==> config.mk <==
export PLATFORM = sky130hd
export DESIGN_NAME = load_size_unit
export DESIGN_NICKNAME = d
export VERILOG_FILES = /design/src/rtl/load_size_unit.sv
export SDC_FILE = /design/constraint.sdc
export NUM_CORES = 1
export LEC_CHECK = 0
export ABC_AREA = 1
export BUFFER_PORTS_ARGS = -buffer_cell sky130_fd_sc_hd__buf_2
export CAP_MARGIN = 25
export CORE_ASPECT_RATIO = 1.25
export CORE_UTILIZATION = 51
export DETAILED_ROUTE_END_ITERATION = 8
export MAX_ROUTING_LAYER = met4
export PLACE_DENSITY = 0.9
export SKIP_CTS_REPAIR_TIMING = 1
export SYNTH_ARGS = -nofsm -noshare
export SYNTH_HDL_FRONTEND = slang
export SYNTH_SLANG_ARGS = --single-unit
==> constraint.sdc <==
create_clock -name clk -period 2 [get_ports clk]
set_clock_uncertainty 0.2 [all_clocks]
set_input_delay 0.1 -clock clk [delete_from_list [all_inputs] [get_ports clk]]
set_output_delay 0.1 -clock clk [all_outputs]
set_load 0.1 [all_outputs]
==> src/rtl/load_size_unit.sv <==
// Load path: issues a memory read, waits out MEM_LATENCY, then extracts and extends a word/half/byte.
// Optional macro LOAD_UNSIGNED_EN adds a load_unsigned port that selects zero-extension for LH/LB.
module load_size_unit #(
  parameter int MEM_LATENCY = 1,
  parameter int DATA_W      = 32
) (
  input  logic              clk,
  input  logic              reset,
  input  logic              start,
  input  logic [1:0]        load_type,
  input  logic [1:0]        addr_low,
`ifdef LOAD_UNSIGNED_EN
  input  logic              load_unsigned,
`endif
  output logic              mem_rd_en,
  input  logic [DATA_W-1:0] mem_rdata,
  output logic [DATA_W-1:0] load_data,
  output logic              load_valid,
  output logic              busy,
  output logic              misaligned
);

  // state   | meaning
  // IDLE    | waiting for start; request legality decided here
  // ISSUE   | mem_rd_en high, wait counter loaded with MEM_LATENCY-1
  // WAIT    | counting down memory latency
  // CAPTURE | extract/extend mem_rdata into load_data
  // DONE    | load_valid high for one cycle
  // ERR     | misaligned high for one cycle, no memory access
  typedef enum logic [2:0] {
    S_IDLE, S_ISSUE, S_WAIT, S_CAPTURE, S_DONE, S_ERR
  } state_t;

  localparam int CNT_W = 3;

  state_t            r_state;
  logic [CNT_W-1:0]  r_cnt;
  logic [1:0]        r_load_type;
  logic [1:0]        r_addr_low;
  logic              r_mem_rd_en;
  logic              r_load_valid;
  logic              r_busy;
  logic              r_misaligned;
  logic [DATA_W-1:0] r_load_data;

  logic              w_legal;
  logic              w_uns;
  logic [15:0]       w_half;
  logic [7:0]        w_byte;
  logic [DATA_W-1:0] w_ext;

`ifdef LOAD_UNSIGNED_EN
  logic r_unsigned;
  assign w_uns = r_unsigned;
`else
  assign w_uns = 1'b0;
`endif

  always_comb begin
    w_legal = 1'b0;
    case (load_type)
      2'b00:   w_legal = (addr_low == 2'b00);
      2'b01:   w_legal = ~addr_low[0];
      2'b10:   w_legal = 1'b1;
      default: w_legal = 1'b0;
    endcase
  end

  // Little-endian lane select from the latched offset.
  always_comb begin
    w_half = r_addr_low[1] ? mem_rdata[31:16] : mem_rdata[15:0];
    w_byte = mem_rdata[7:0];
    case (r_addr_low)
      2'b00:   w_byte = mem_rdata[7:0];
      2'b01:   w_byte = mem_rdata[15:8];
      2'b10:   w_byte = mem_rdata[23:16];
      default: w_byte = mem_rdata[31:24];
    endcase
    w_ext = mem_rdata;
    case (r_load_type)
      2'b01:   w_ext = {{16{w_half[15] & ~w_uns}}, w_half};
      2'b10:   w_ext = {{24{w_byte[7] & ~w_uns}}, w_byte};
      default: w_ext = mem_rdata;
    endcase
  end

  always_ff @(posedge clk or negedge reset) begin
    if (!reset) begin
      r_state      <= S_IDLE;
      r_cnt        <= '0;
      r_load_type  <= 2'b00;
      r_addr_low   <= 2'b00;
`ifdef LOAD_UNSIGNED_EN
      r_unsigned   <= 1'b0;
`endif
      r_mem_rd_en  <= 1'b0;
      r_load_valid <= 1'b0;
      r_busy       <= 1'b0;
      r_misaligned <= 1'b0;
      r_load_data  <= '0;
    end else begin
      r_mem_rd_en  <= 1'b0;
      r_load_valid <= 1'b0;
      r_misaligned <= 1'b0;
      case (r_state)
        S_IDLE: begin
          if (start) begin
            r_load_type <= load_type;
            r_addr_low  <= addr_low;
`ifdef LOAD_UNSIGNED_EN
            r_unsigned  <= load_unsigned;
`endif
            r_busy      <= 1'b1;
            if (w_legal) begin
              r_state     <= S_ISSUE;
              r_mem_rd_en <= 1'b1;
            end else begin
              r_state      <= S_ERR;
              r_misaligned <= 1'b1;
            end
          end
        end
        S_ISSUE: begin
          r_cnt   <= CNT_W'(MEM_LATENCY - 1);
          r_state <= S_WAIT;
        end
        S_WAIT: begin
          if (r_cnt == '0) r_state <= S_CAPTURE;
          else             r_cnt   <= r_cnt - CNT_W'(1);
        end
        S_CAPTURE: begin
          r_load_data  <= w_ext;
          r_load_valid <= 1'b1;
          r_state      <= S_DONE;
        end
        S_DONE, S_ERR: begin
          r_busy  <= 1'b0;
          r_state <= S_IDLE;
        end
        default: begin
          r_busy  <= 1'b0;
          r_state <= S_IDLE;
        end
      endcase
    end
  end

  assign mem_rd_en  = r_mem_rd_en;
  assign load_data  = r_load_data;
  assign load_valid = r_load_valid;
  assign busy       = r_busy;
  assign misaligned = r_misaligned;

endmodule

# Yosys cells after proc, flatten, opt, wreduce, memory -nomap -nowiden
# Cells that the tools add are included.
# totals
mem_bits_rw	0
register_bits	46
latchBits	0
wordCells	54
mem_count	0
rom_bits	0
in_bits	39
# classes
multipliers	0
muxes	19
magnitude_cmp	0
shift	0
bitwise_logic	2
eq_ne	12
div	0
reduce_logical	11
n_addsub	1
# ops
operator	count
$pmux W32 S2	1
$pmux W8 S3	1
$mux W16	1
$mux W3	4
$pmux W3 S4	1
$mux W1	8
$reduce_and A2 Y1	4
$eq A2 B1 Y1 const B	3
$eq A2 B2 Y1 const B	3
$eq A3 B2 Y1 const B	2
$logic_not A2 Y1	3
$logic_not A3 Y1	2
$ne A2 B2 Y1 const B	3
$pmux W3 S2	1
$eq A3 B1 Y1 const B	1
$pmux W1 S3	1
$reduce_or A3 Y1	1
$sub A3 B1 Y3 const B	1
$not A1 Y1	2
$pmux W1 S2	1
$reduce_bool A2 Y1	1

# Logic depth before layout (Yosys ltp)
# Gate-level depths: netlist of run 1.
# depth
depth_word	5
ltp_mapped	11
depth_no_buf	10

# Worst setup path before layout of run 1
# OpenSTA, ideal clock, no wires.
# synth_timing
path_type	flip-flop to flip-flop
startpoint	register r_load_type[0]
endpoint	register r_load_data[10] (netlist: load_data[10])
setup_time_ns	0.123
synth_period_minus_slack_ns	1.662
arrival_ns	1.339
stages_incl_launch_ff	9
t_required_ns	1.677
setup_slack_ns	0.338
path_cell_list	dfrtp_1 -> inv_1 -> ha_1 -> buf_2 -> inv_2 -> buf_2 -> nand2_1 -> o21ai_0 -> nand2_1
# synth_between
elab_chain_len	2
word_cells_on_any_way	3
# synth_lines
element	line	rtl
start, declared	38	logic [1:0] r_load_type;
start signal, assigned	108	r_load_type <= load_type;
$eq A2 B2 Y1 / $eq A2 B1 Y1 (equally long branches)	80	case (r_load_type)
$pmux W32 S2 (*)	80	
end signal, assigned	132	r_load_data <= w_ext;
end, declared	44	logic [DATA_W-1:0] r_load_data;
# Mark *: on every way between the ends. The rest lies on a longest branch, timed or not.
# A chain may end at the register's enable or synchronous reset.

# Worst setup path after layout of run 1
# layout_timing
startpoint	register r_load_type[0]
endpoint	register r_load_data[17] (netlist: load_data[17])
# The elaborated chain is that of the path after synthesis.

==> results.sh, run 1 <==
export IMPL_hold_slack_ns=-0.04211
export IMPL_drt_met1_wl_um=2787
export IMPL_rows=28
export IMPL_detail_route_first_pass_iterations=4
export IMPL_cp_end_kind="flip-flop"
export IMPL_wl_met3_um=264
export IMPL_num_antenna_cells=0
export IMPL_syn_cell_area_um2=2515
export IMPL_worstHoldEndpoint="load_data[2]$_DFFE_PN0N_"
export IMPL_final_hold_violation_count=10
export IMPL_cp_max_fo=17
export IMPL_gr_usage_all_layers_pct=25.97
export IMPL_drc_errors=0
export IMPL_fin_crit_ns=1.736
export IMPL_timing_fmax_mhz=575.9
export IMPL_drtIter0Drc=164
export IMPL_synth_nets=385
export IMPL_synth_edf_count=0
export IMPL_grt_pass1_wl_um=10110
export IMPL_routed_top_layer="met4"
export IMPL_worst_setup_path_type="reg -> reg"
export IMPL_r2r_cells=5
export IMPL_gp_congestion=0.9416
export IMPL_die_area_um2=5218
export IMPL_rsz0062_at_grt="false"
export IMPL_netlist_instances=342
export IMPL_ys_seq_area_share_pct=45.77
export IMPL_cpPeakStageDelay_ns=0.38
export IMPL_cts_tree="yes"
export IMPL_maxSlewViolCount=0
export IMPL_critPathLaunchType="flip-flop"
export IMPL_die_h_um=80.51
export IMPL_r2r_end="load_data[17]$_DFFE_PN0N_"
export IMPL_avgSynthCellArea_um2=7.354
export IMPL_dp_hpwl_um=4487
export IMPL_finish_utilization_pct=69.05
export IMPL_yosysWarnings=0
export IMPL_mostFrequentLayoutCell="nand2_1"
export IMPL_clock_sinks=46
export IMPL_min_period_over_period_pct=86.82
export IMPL_grt_pass1_vias=2238
export IMPL_worstMarginPinSlew_ns=0.5746
export IMPL_cpMaxStageDelayCell="dfrtp_1"
export IMPL_finalSetupViolCount=0
export IMPL_syn2layout_area_growth_pct=29.85
export IMPL_viasPerCell=5.114
export IMPL_clock_latency_ns=0.30
export IMPL_drv_cap=0
export IMPL_htree_num_levels=2
export IMPL_r2r_start="r_load_type[0]$_DFFE_PN0P_"
export IMPL_io_pins=75
export IMPL_rrSetupSlack_ns=0.26
export IMPL_ant_nets=0
export IMPL_crit_chain="inv_1 > ha_1 > inv_2 > nand2_4 > a21oi_1"
export IMPL_cp_required_ns=2.02
export IMPL_grt_max_degree=47
export IMPL_synthFlopType="dfrtp_1"
export IMPL_met2WireLength_um=3457
export IMPL_port_buffers=74
export IMPL_tns_ns=0
export IMPL_max_slew_margin_pct=61.70
export IMPL_failed_checks="hold timing"
export IMPL_synth_seq_cells=46
export IMPL_antenna_found_initial=0
export IMPL_drive_above_1_share_pct=23.41
export IMPL_min_from="mem_rdata[2]"
export IMPL_numCtsBuffers=5
export IMPL_status="finished with violations"
export IMPL_finalWirelength_um=6653
export IMPL_cp_arrival_ns=1.75
export IMPL_core_area_um2=4730
export IMPL_finalNetCount=482
export IMPL_clkTransAtPathRegs_ns=0.09
export IMPL_min_path_cells=5
export IMPL_clockBufferDepth=2
export IMPL_start_util_pct=53.17
export IMPL_die_w_um=64.81
export IMPL_hp_class="in -> reg"
export IMPL_async_reset_ff_share_pct=100.0
export IMPL_ys_types=25
export IMPL_mostFrequentLayoutCells="117 x nand2_1, 74 x buf_2, 50 x a21oi_1"
export IMPL_wl_per_cell_um=13.31
export IMPL_clockRootBuffer="clkbuf_8"
export IMPL_vias=2557
export IMPL_instances_no_fill=500
export IMPL_fill_cells=402
export IMPL_place_inst=466
export IMPL_overflow=0
## synthesized netlist by cell type, types with 2 or more instances
cell	instances	area [um^2]
a21oi_1	50	250.2
dfrtp_1	46	1151
nand3_1	7	35.03
clkbuf_1	3	11.26
buf_2	7	35.03
inv_1	29	108.9
inv_2	3	11.26
ha_1	4	50.05
or2_2	3	18.77
or2_0	3	18.77
o21ai_0	22	110.1
nand2_1	117	439.2
nor2_1	25	93.84
buf_6	5	56.30
buf_4	2	15.01
nand2_2	7	43.79
## worst max-delay path: cells and delay by family (launching register included)
family	cells	cell delay, ns
buf+inv	2	0.31
fa+ha+maj	1	0.37
compound gates	1	0.20
flops	1	0.38
simple gates	1	0.19
## metal layers
metal,vias up,global-route usage (%)
li1,1270,-
met1,1183,31.72
met2,90,43.96
met3,14,4.403
met4,0,7.333
met5,-,-
## through the flow
step / worst slack, ns / area [um^2] / hold slack, ns
floorplan: 0.3380 / 2515 / -0.3956
global placement: 0.3306 / 2895 / 0.01006
detailed placement: 0.3012 / 2895 / 0.02056
CTS: 0.2756 / 3005 / -0.3070
global route: 0.1203 / 3266 / -0.002123
finish: 0.2636 / 3266 / -0.04211
## layout make-up
class | instances | area [um^2] | area share, %
multi-input combinational | 247 | 1126 | 34.48
tap | 60 | 75.07 | 2.299
clock buffer | 6 | 72.57 | 2.222
timing repair buffer | 107 | 683.2 | 20.92
inverter | 32 | 120.1 | 3.678
clock inverter | 2 | 37.54 | 1.149
sequential | 46 | 1151 | 35.25
## cells by family (layout without fill, tap and decap cells)
family,Yosys count,count (layout),synth area share (%)
buffers and inverters,49,147,9.452
AO/OA/AOI/OAI,76,76,15.37
adder cells (fa/ha/maj),4,4,1.990
AND/OR/NAND/NOR,167,167,27.41
flip-flops,46,46,45.77
## state kept, by name, summed over array words and instances, names as in the netlist, 2 cells and up
signal and cells:
r_state 3, r_load_type 2, load_data 32, r_cnt 3, r_addr_low 2
## worst max-delay path by stage
stage / slack (ns) / endpoint / startpoint / depth (start not counted)
CTS: 0.28 / load_data[11]$_DFFE_PN0N_ / r_load_type[0]$_DFFE_PN0P_ / 6
floorplan: 0.34 / load_data[10]$_DFFE_PN0N_ / r_load_type[0]$_DFFE_PN0P_ / 8
detailed placement: 0.30 / load_data[11]$_DFFE_PN0N_ / r_load_type[0]$_DFFE_PN0P_ / 6
global route: 0.12 / load_data[13]$_DFFE_PN0N_ / r_load_type[0]$_DFFE_PN0P_ / 6
global placement: 0.33 / load_data[11]$_DFFE_PN0N_ / r_load_type[0]$_DFFE_PN0P_ / 6
finish: 0.26 / load_data[17]$_DFFE_PN0N_ / r_load_type[0]$_DFFE_PN0P_ / 5
Power of run 1 is not shown: default switching activity piles up to over one toggle a cycle in this logic, so the estimate is an artifact.
==> run 2, diff against run 1 <==
--- a/config.mk
+++ b/config.mk
@@ -8,7 +8,7 @@
 export ABC_AREA = 1
 export BUFFER_PORTS_ARGS = -buffer_cell sky130_fd_sc_hd__buf_2
 export CAP_MARGIN = 25
-export CORE_ASPECT_RATIO = 1.25
+export CORE_ASPECT_RATIO = 1.75
 export CORE_UTILIZATION = 51
 export DETAILED_ROUTE_END_ITERATION = 8
 export MAX_ROUTING_LAYER = met4
==> run 2 against run 1 <==
Effect of this change: the flow still finishes with violations (hold timing); die area rose by 0.18%; global-route usage rose by 1.9 points; routed wire length rose by 8.2%; core utilization fell by 0.36 points; worst setup slack improved by 0.012 ns; critical path type unchanged; critical endpoint is now load_data[6]$_DFFE_PN0N_; highest routed layer unchanged.
==> results.sh, run 2 (same netlist as run 1, synthesis figures left out) <==
export IMPL_largest_register_ffs=32
export IMPL_tns_ns=0
export IMPL_clkTransAtPathRegs_ns=0.09
export IMPL_max_slew_margin_pct=61.83
export IMPL_hp_class="in -> reg"
export IMPL_wl_per_cell_um=14.63
export IMPL_numCtsBuffers=5
export IMPL_drv_cap=0
export IMPL_mostFrequentLayoutCells="117 x nand2_1, 74 x buf_2, 50 x a21oi_1"
export IMPL_timing_fmax_mhz=579.8
export IMPL_finalSetupViolCount=0
export IMPL_rsz0062_at_grt="false"
export IMPL_cp_end_kind="flip-flop"
export IMPL_fill_cells=388
export IMPL_clockRootBuffer="clkbuf_8"
export IMPL_htree_num_levels=2
export IMPL_vias=2618
export IMPL_status="finished with violations"
export IMPL_ant_nets=0
export IMPL_syn2layout_area_growth_pct=28.56
export IMPL_port_buffers=74
export IMPL_die_w_um=55.09
export IMPL_worst_setup_path_type="reg -> reg"
export IMPL_start_util_pct=53.43
export IMPL_fin_crit_ns=1.725
export IMPL_drtIter0Drc=142
export IMPL_min_period_over_period_pct=86.24
export IMPL_overflow=0
export IMPL_cts_tree="yes"
export IMPL_die_h_um=94.90
export IMPL_rows=33
export IMPL_mostFrequentLayoutCell="nand2_1"
export IMPL_io_pins=75
export IMPL_finalWirelength_um=7199
export IMPL_gp_congestion=1.029
export IMPL_dp_hpwl_um=4842
export IMPL_cp_required_ns=2.00
export IMPL_detail_route_first_pass_iterations=5
export IMPL_worstMarginPinSlew_ns=0.5726
export IMPL_clock_latency_ns=0.29
export IMPL_finish_utilization_pct=68.69
export IMPL_cp_max_fo=18
export IMPL_hold_slack_ns=-0.04665
export IMPL_cp_arrival_ns=1.72
export IMPL_drc_errors=0
export IMPL_grt_pass1_wl_um=10230
export IMPL_core_area_um2=4707
export IMPL_failed_checks="hold timing"
export IMPL_viasPerCell=5.321
export IMPL_clockBufferDepth=2
export IMPL_final_hold_violation_count=11
export IMPL_instances_no_fill=492
export IMPL_grt_pass1_vias=2342
export IMPL_finalNetCount=483
export IMPL_antenna_found_initial=0
export IMPL_num_antenna_cells=0
export IMPL_die_area_um2=5227
export IMPL_critPathLaunchType="flip-flop"
export IMPL_grt_max_degree=47
export IMPL_place_inst=459
export IMPL_gr_usage_all_layers_pct=27.84
export IMPL_maxSlewViolCount=0
export IMPL_drive_above_1_share_pct=23.41
export IMPL_clock_sinks=46
==> run 2: cell types whose count changed in the layout (fill, tap and decap cells not counted) <==
cell,change
buf_4,+1
bufinv_16,-1
==> run 2: worst paths after layout <==
kind	cells after the start	slack, ns	start	to
worst max-delay path	8	0.28	r_load_type[0]$_DFFE_PN0P_	load_data[6]$_DFFE_PN0N_
worst min-delay path	5	-0.05	mem_rdata[4]	load_data[4]$_DFFE_PN0N_
worst max register to register	8	0.28	r_load_type[0]$_DFFE_PN0P_	load_data[6]$_DFFE_PN0N_
worst min register to register	2	0.28	load_data[9]$_DFFE_PN0N_	load_data[9]$_DFFE_PN0N_
max in group asynchronous	3	0.99	reset	r_state[2]$_DFFE_PN0P_
min in group asynchronous	3	0.21	reset	load_data[12]$_DFFE_PN0N_
==> run 2: worst max-delay path: stages, from the launching register on <==
cell	delay, ns
dfrtp_1	0.39
inv_1	0.06
ha_1	0.32
buf_4	0.25
nor2_1	0.07
a21boi_0	0.16
nand2_1	0.06
nand2_1	0.07
nand2_1	0.05
==> run 2: area by class of cell <==
| type | instances | area, um^2 | area share [%] |
|---|---|---|---|
| Sequential cell | 46 | 1151 | 35.60 |
| Multi-Input combinational cell | 247 | 1126 | 34.83 |
| Timing Repair Buffer | 108 | 690.7 | 21.36 |
| Inverter | 32 | 120.1 | 3.715 |
| Clock buffer | 6 | 72.57 | 2.245 |
| Tap cell | 52 | 65.06 | 2.012 |
| Clock inverter | 1 | 7.507 | 0.2322 |
==> run 2: through the flow <==
| step | area [um^2] | hold slack [ns] | setup WS [ns] |
|---|---|---|---|
| finish | 3233 | -0.04665 | 0.2752 |
| detailed placement | 2893 | 0.01410 | 0.2885 |
| CTS | 2973 | -0.3024 | 0.2858 |
| global route | 3233 | -0.01363 | 0.1159 |
| global placement | 2893 | 0.009607 | 0.3154 |
| floorplan | 2515 | -0.3956 | 0.3380 |
==> run 2: metal layers <==
metal	vias to the layer above	GRT usage (%)	wire (um)	part of all wire (%)
met5	-	-	0	0
met4	0	8.125	175	2.4
li1	1276	-	-	-
met2	107	49.50	3970	55
met3	18	2.899	347	4.8
met1	1217	31.33	2706	38
Power of run 2 is left out for the same reason.
==> run 3, diff against run 2 <==
--- a/config.mk
+++ b/config.mk
@@ -5,15 +5,15 @@
 export SDC_FILE = /design/constraint.sdc
 export NUM_CORES = 1
 export LEC_CHECK = 0
-export ABC_AREA = 1
 export BUFFER_PORTS_ARGS = -buffer_cell sky130_fd_sc_hd__buf_2
 export CAP_MARGIN = 25
 export CORE_ASPECT_RATIO = 1.75
 export CORE_UTILIZATION = 51
 export DETAILED_ROUTE_END_ITERATION = 8
 export MAX_ROUTING_LAYER = met4
-export PLACE_DENSITY = 0.9
+export PLACE_DENSITY = 0.91
 export SKIP_CTS_REPAIR_TIMING = 1
+export SLEW_MARGIN = 20
 export SYNTH_ARGS = -nofsm -noshare
 export SYNTH_HDL_FRONTEND = slang
 export SYNTH_SLANG_ARGS = --single-unit
==> run 3 against run 2 <==
Effect of this change: the run ends with hold timing, setup timing left; via count shrank 12%; critical endpoint is now load_data[7]$_DFFE_PN0N_; register-to-register slack got worse by 0.28 ns; sequential share of layout area fell by 0.44 points; area after synthesis is 6.1% lower; flip-flop and latch count unchanged; global-route usage up 0.37 points; fmax fell by 14%; hold slack got worse by 0.026 ns; critical path depth shrank 1; synthesized cell count shrank 28%.
==> results.sh, run 3 <==
export IMPL_clockRootBuffer="clkbuf_8"
export IMPL_num_antenna_cells=0
export IMPL_met2WireLength_um=3676
export IMPL_place_inst=364
export IMPL_wl_per_cell_um=16.78
export IMPL_drc_errors=0
export IMPL_routed_top_layer="met4"
export IMPL_maxSlewViolCount=0
export IMPL_synth_edf_count=0
export IMPL_fill_cells=314
export IMPL_grt_max_degree=27
export IMPL_final_hold_violation_count=2
export IMPL_avgSynthCellArea_um2=9.637
export IMPL_finish_utilization_pct=74.32
export IMPL_rows=32
export IMPL_numCtsBuffers=5
export IMPL_finalNetCount=399
export IMPL_worstMarginPinSlew_ns=0.5448
export IMPL_gr_usage_all_layers_pct=28.21
export IMPL_cp_arrival_ns=1.99
export IMPL_core_area_um2=4404
export IMPL_drv_cap=0
export IMPL_start_util_pct=53.61
export IMPL_synth_nets=288
export IMPL_status="finished with violations"
export IMPL_ys_types=36
export IMPL_grt_pass1_vias=2163
export IMPL_drtIter0Drc=84
export IMPL_io_pins=75
export IMPL_cpMaxStageDelayCell="dfrtp_1"
export IMPL_syn2layout_area_growth_pct=38.63
export IMPL_crit_chain="inv_1 > ha_1 > inv_1 > buf_4 > o21ai_0 > o22ai_1 > o21ai_0"
export IMPL_syn_cell_area_um2=2361
export IMPL_cp_end_kind="flip-flop"
export IMPL_netlist_instances=245
export IMPL_gp_congestion=0.9062
export IMPL_dp_hpwl_um=4676
export IMPL_largest_register_ffs=32
export IMPL_detail_route_first_pass_iterations=4
export IMPL_cts_tree="yes"
export IMPL_drt_met1_wl_um=2459
export IMPL_grt_pass1_wl_um=9770
export IMPL_yosys_cell_count_top_type="dfrtp_1"
export IMPL_htree_num_levels=2
export IMPL_ys_seq_area_share_pct=48.75
export IMPL_finalSetupViolCount=1
export IMPL_drive_above_1_share_pct=31.65
export IMPL_mostFrequentLayoutCell="buf_2"
export IMPL_synthFlopType="dfrtp_1"
export IMPL_yosysTopAreaCellShare_pct=48.75
export IMPL_die_h_um=92.01
export IMPL_cpPeakStageDelay_ns=0.38
export IMPL_instances_no_fill=408
export IMPL_viasPerCell=5.676
export IMPL_min_period_over_period_pct=100.4
export IMPL_die_w_um=53.44
export IMPL_hold_slack_ns=-0.07285
export IMPL_yosysWarnings=0
export IMPL_port_buffers=74
export IMPL_mostFrequentLayoutCells="74 x buf_2, 46 x dfrtp_1, 38 x nand2_1"
export IMPL_finalWirelength_um=6848
export IMPL_max_slew_margin_pct=63.68
export IMPL_vias=2316
export IMPL_synth_common_cells="46 x dfrtp_1, 38 x nand2_1, 27 x a21oi_1"
export IMPL_fin_crit_ns=2.009
export IMPL_overflow=0
export IMPL_cp_max_fo=9
export IMPL_synth_seq_cells=46
export IMPL_worst_setup_path_type="reg -> reg"
export IMPL_async_reset_ff_share_pct=100.0
export IMPL_cp_required_ns=1.98
export IMPL_timing_fmax_mhz=497.8
export IMPL_ant_nets=0
export IMPL_critPathLaunchType="flip-flop"
export IMPL_hp_class="in -> reg"
export IMPL_clkTransAtPathRegs_ns=0.08
export IMPL_clock_latency_ns=0.30
export IMPL_antenna_found_initial=0
export IMPL_clockBufferDepth=2
export IMPL_wl_met3_um=340
export IMPL_clock_sinks=46
export IMPL_fin_ws_ns=-0.008848
export IMPL_yosysTopAreaCell="dfrtp_1"
export IMPL_die_area_um2=4917
export IMPL_ys_top_cells_by_area="dfrtp_1 49%, nand2_1 6.0%, a21oi_1 5.7%, o21ai_0 4.2%, mux2_2 3.8%"
export IMPL_dp_slack_ns=0.01639
export IMPL_failed_checks="hold timing, setup timing"
==> run 3: cell types whose count changed after synthesis, moves of 7 or more <==
| cell | previous run | this run |
|---|---|---|
| mux2_2 | 0 | 8 |
| nand3_1 | 7 | 0 |
| nand2_2 | 7 | 0 |
| inv_1 | 29 | 7 |
| nand2_1 | 117 | 38 |
| a221o_1 | 0 | 7 |
| a211oi_1 | 0 | 8 |
| a21oi_1 | 50 | 27 |
==> run 3: metal layers <==
metal  vias up  global-route usage [%]
met4         0                   17.98
li1       1077                       -
met5         -                       -
met2       110                   46.46
met3        36                   4.975
met1      1093                   29.48
==> run 3: cell type report <==
cell class              count  area, um^2  share of cell area (%)
flip-flops and latches     46        1151                   35.17
multi-input cells         173        1094                   33.41
repair buffers            122       843.3                   25.76
clock buffers               7       86.33                   2.638
well taps                  51       63.81                   1.950
inverters                   8       30.03                  0.9174
clock inverters             1       5.005                  0.1529
==> run 3: critical path: cells and delay by family (launching register included) <==
kind	cells	cell delay, ns
buffers and inverters	3	0.51
AO/OA/AOI/OAI	3	0.49
flip-flops	1	0.38
adder cells (fa/ha/maj)	1	0.31
==> run 3: kinds of logic (layout without fill, tap and decap cells) <==
logic type | after synthesis | in the layout | synth area share [%]
muxes | 11 | 11 | 6.359
buffers and inverters | 26 | 138 | 5.458
and+or+nand+nor | 75 | 75 | 13.83
DFF | 46 | 46 | 48.75
AOI/OAI and AO/OA | 82 | 82 | 23.11
xor gates and xnor gates | 1 | 1 | 0.3710
adders and majority gates | 4 | 4 | 2.120
==> run 3: final timing paths <==
kind                            slack (ns)  cells after the start                   endpoint                       start
worst min-delay path                 -0.07                      3   load_data[9]$_DFFE_PN0N_                mem_rdata[9]
worst min register to register        0.29                      2   load_data[8]$_DFFE_PN0N_    load_data[8]$_DFFE_PN0N_
max in group asynchronous             0.97                      3   load_data[2]$_DFFE_PN0N_                       reset
min in group asynchronous             0.11                      2  r_addr_low[1]$_DFFE_PN0P_                       reset
worst max-delay path                -0.009                      7   load_data[7]$_DFFE_PN0N_  r_load_type[0]$_DFFE_PN0P_
worst max register to register      -0.009                      7   load_data[7]$_DFFE_PN0N_  r_load_type[0]$_DFFE_PN0P_
==> run 3: per-stage QoR <==
step                setup TNS, ns  cell area [um^2]
floorplan                       0              2361
global placement                0              2799
detailed placement              0              2799
CTS                             0              2890
global route             -0.02184              3273
finish                  -0.008848              3273
Power of run 3 is left out for the same reason.
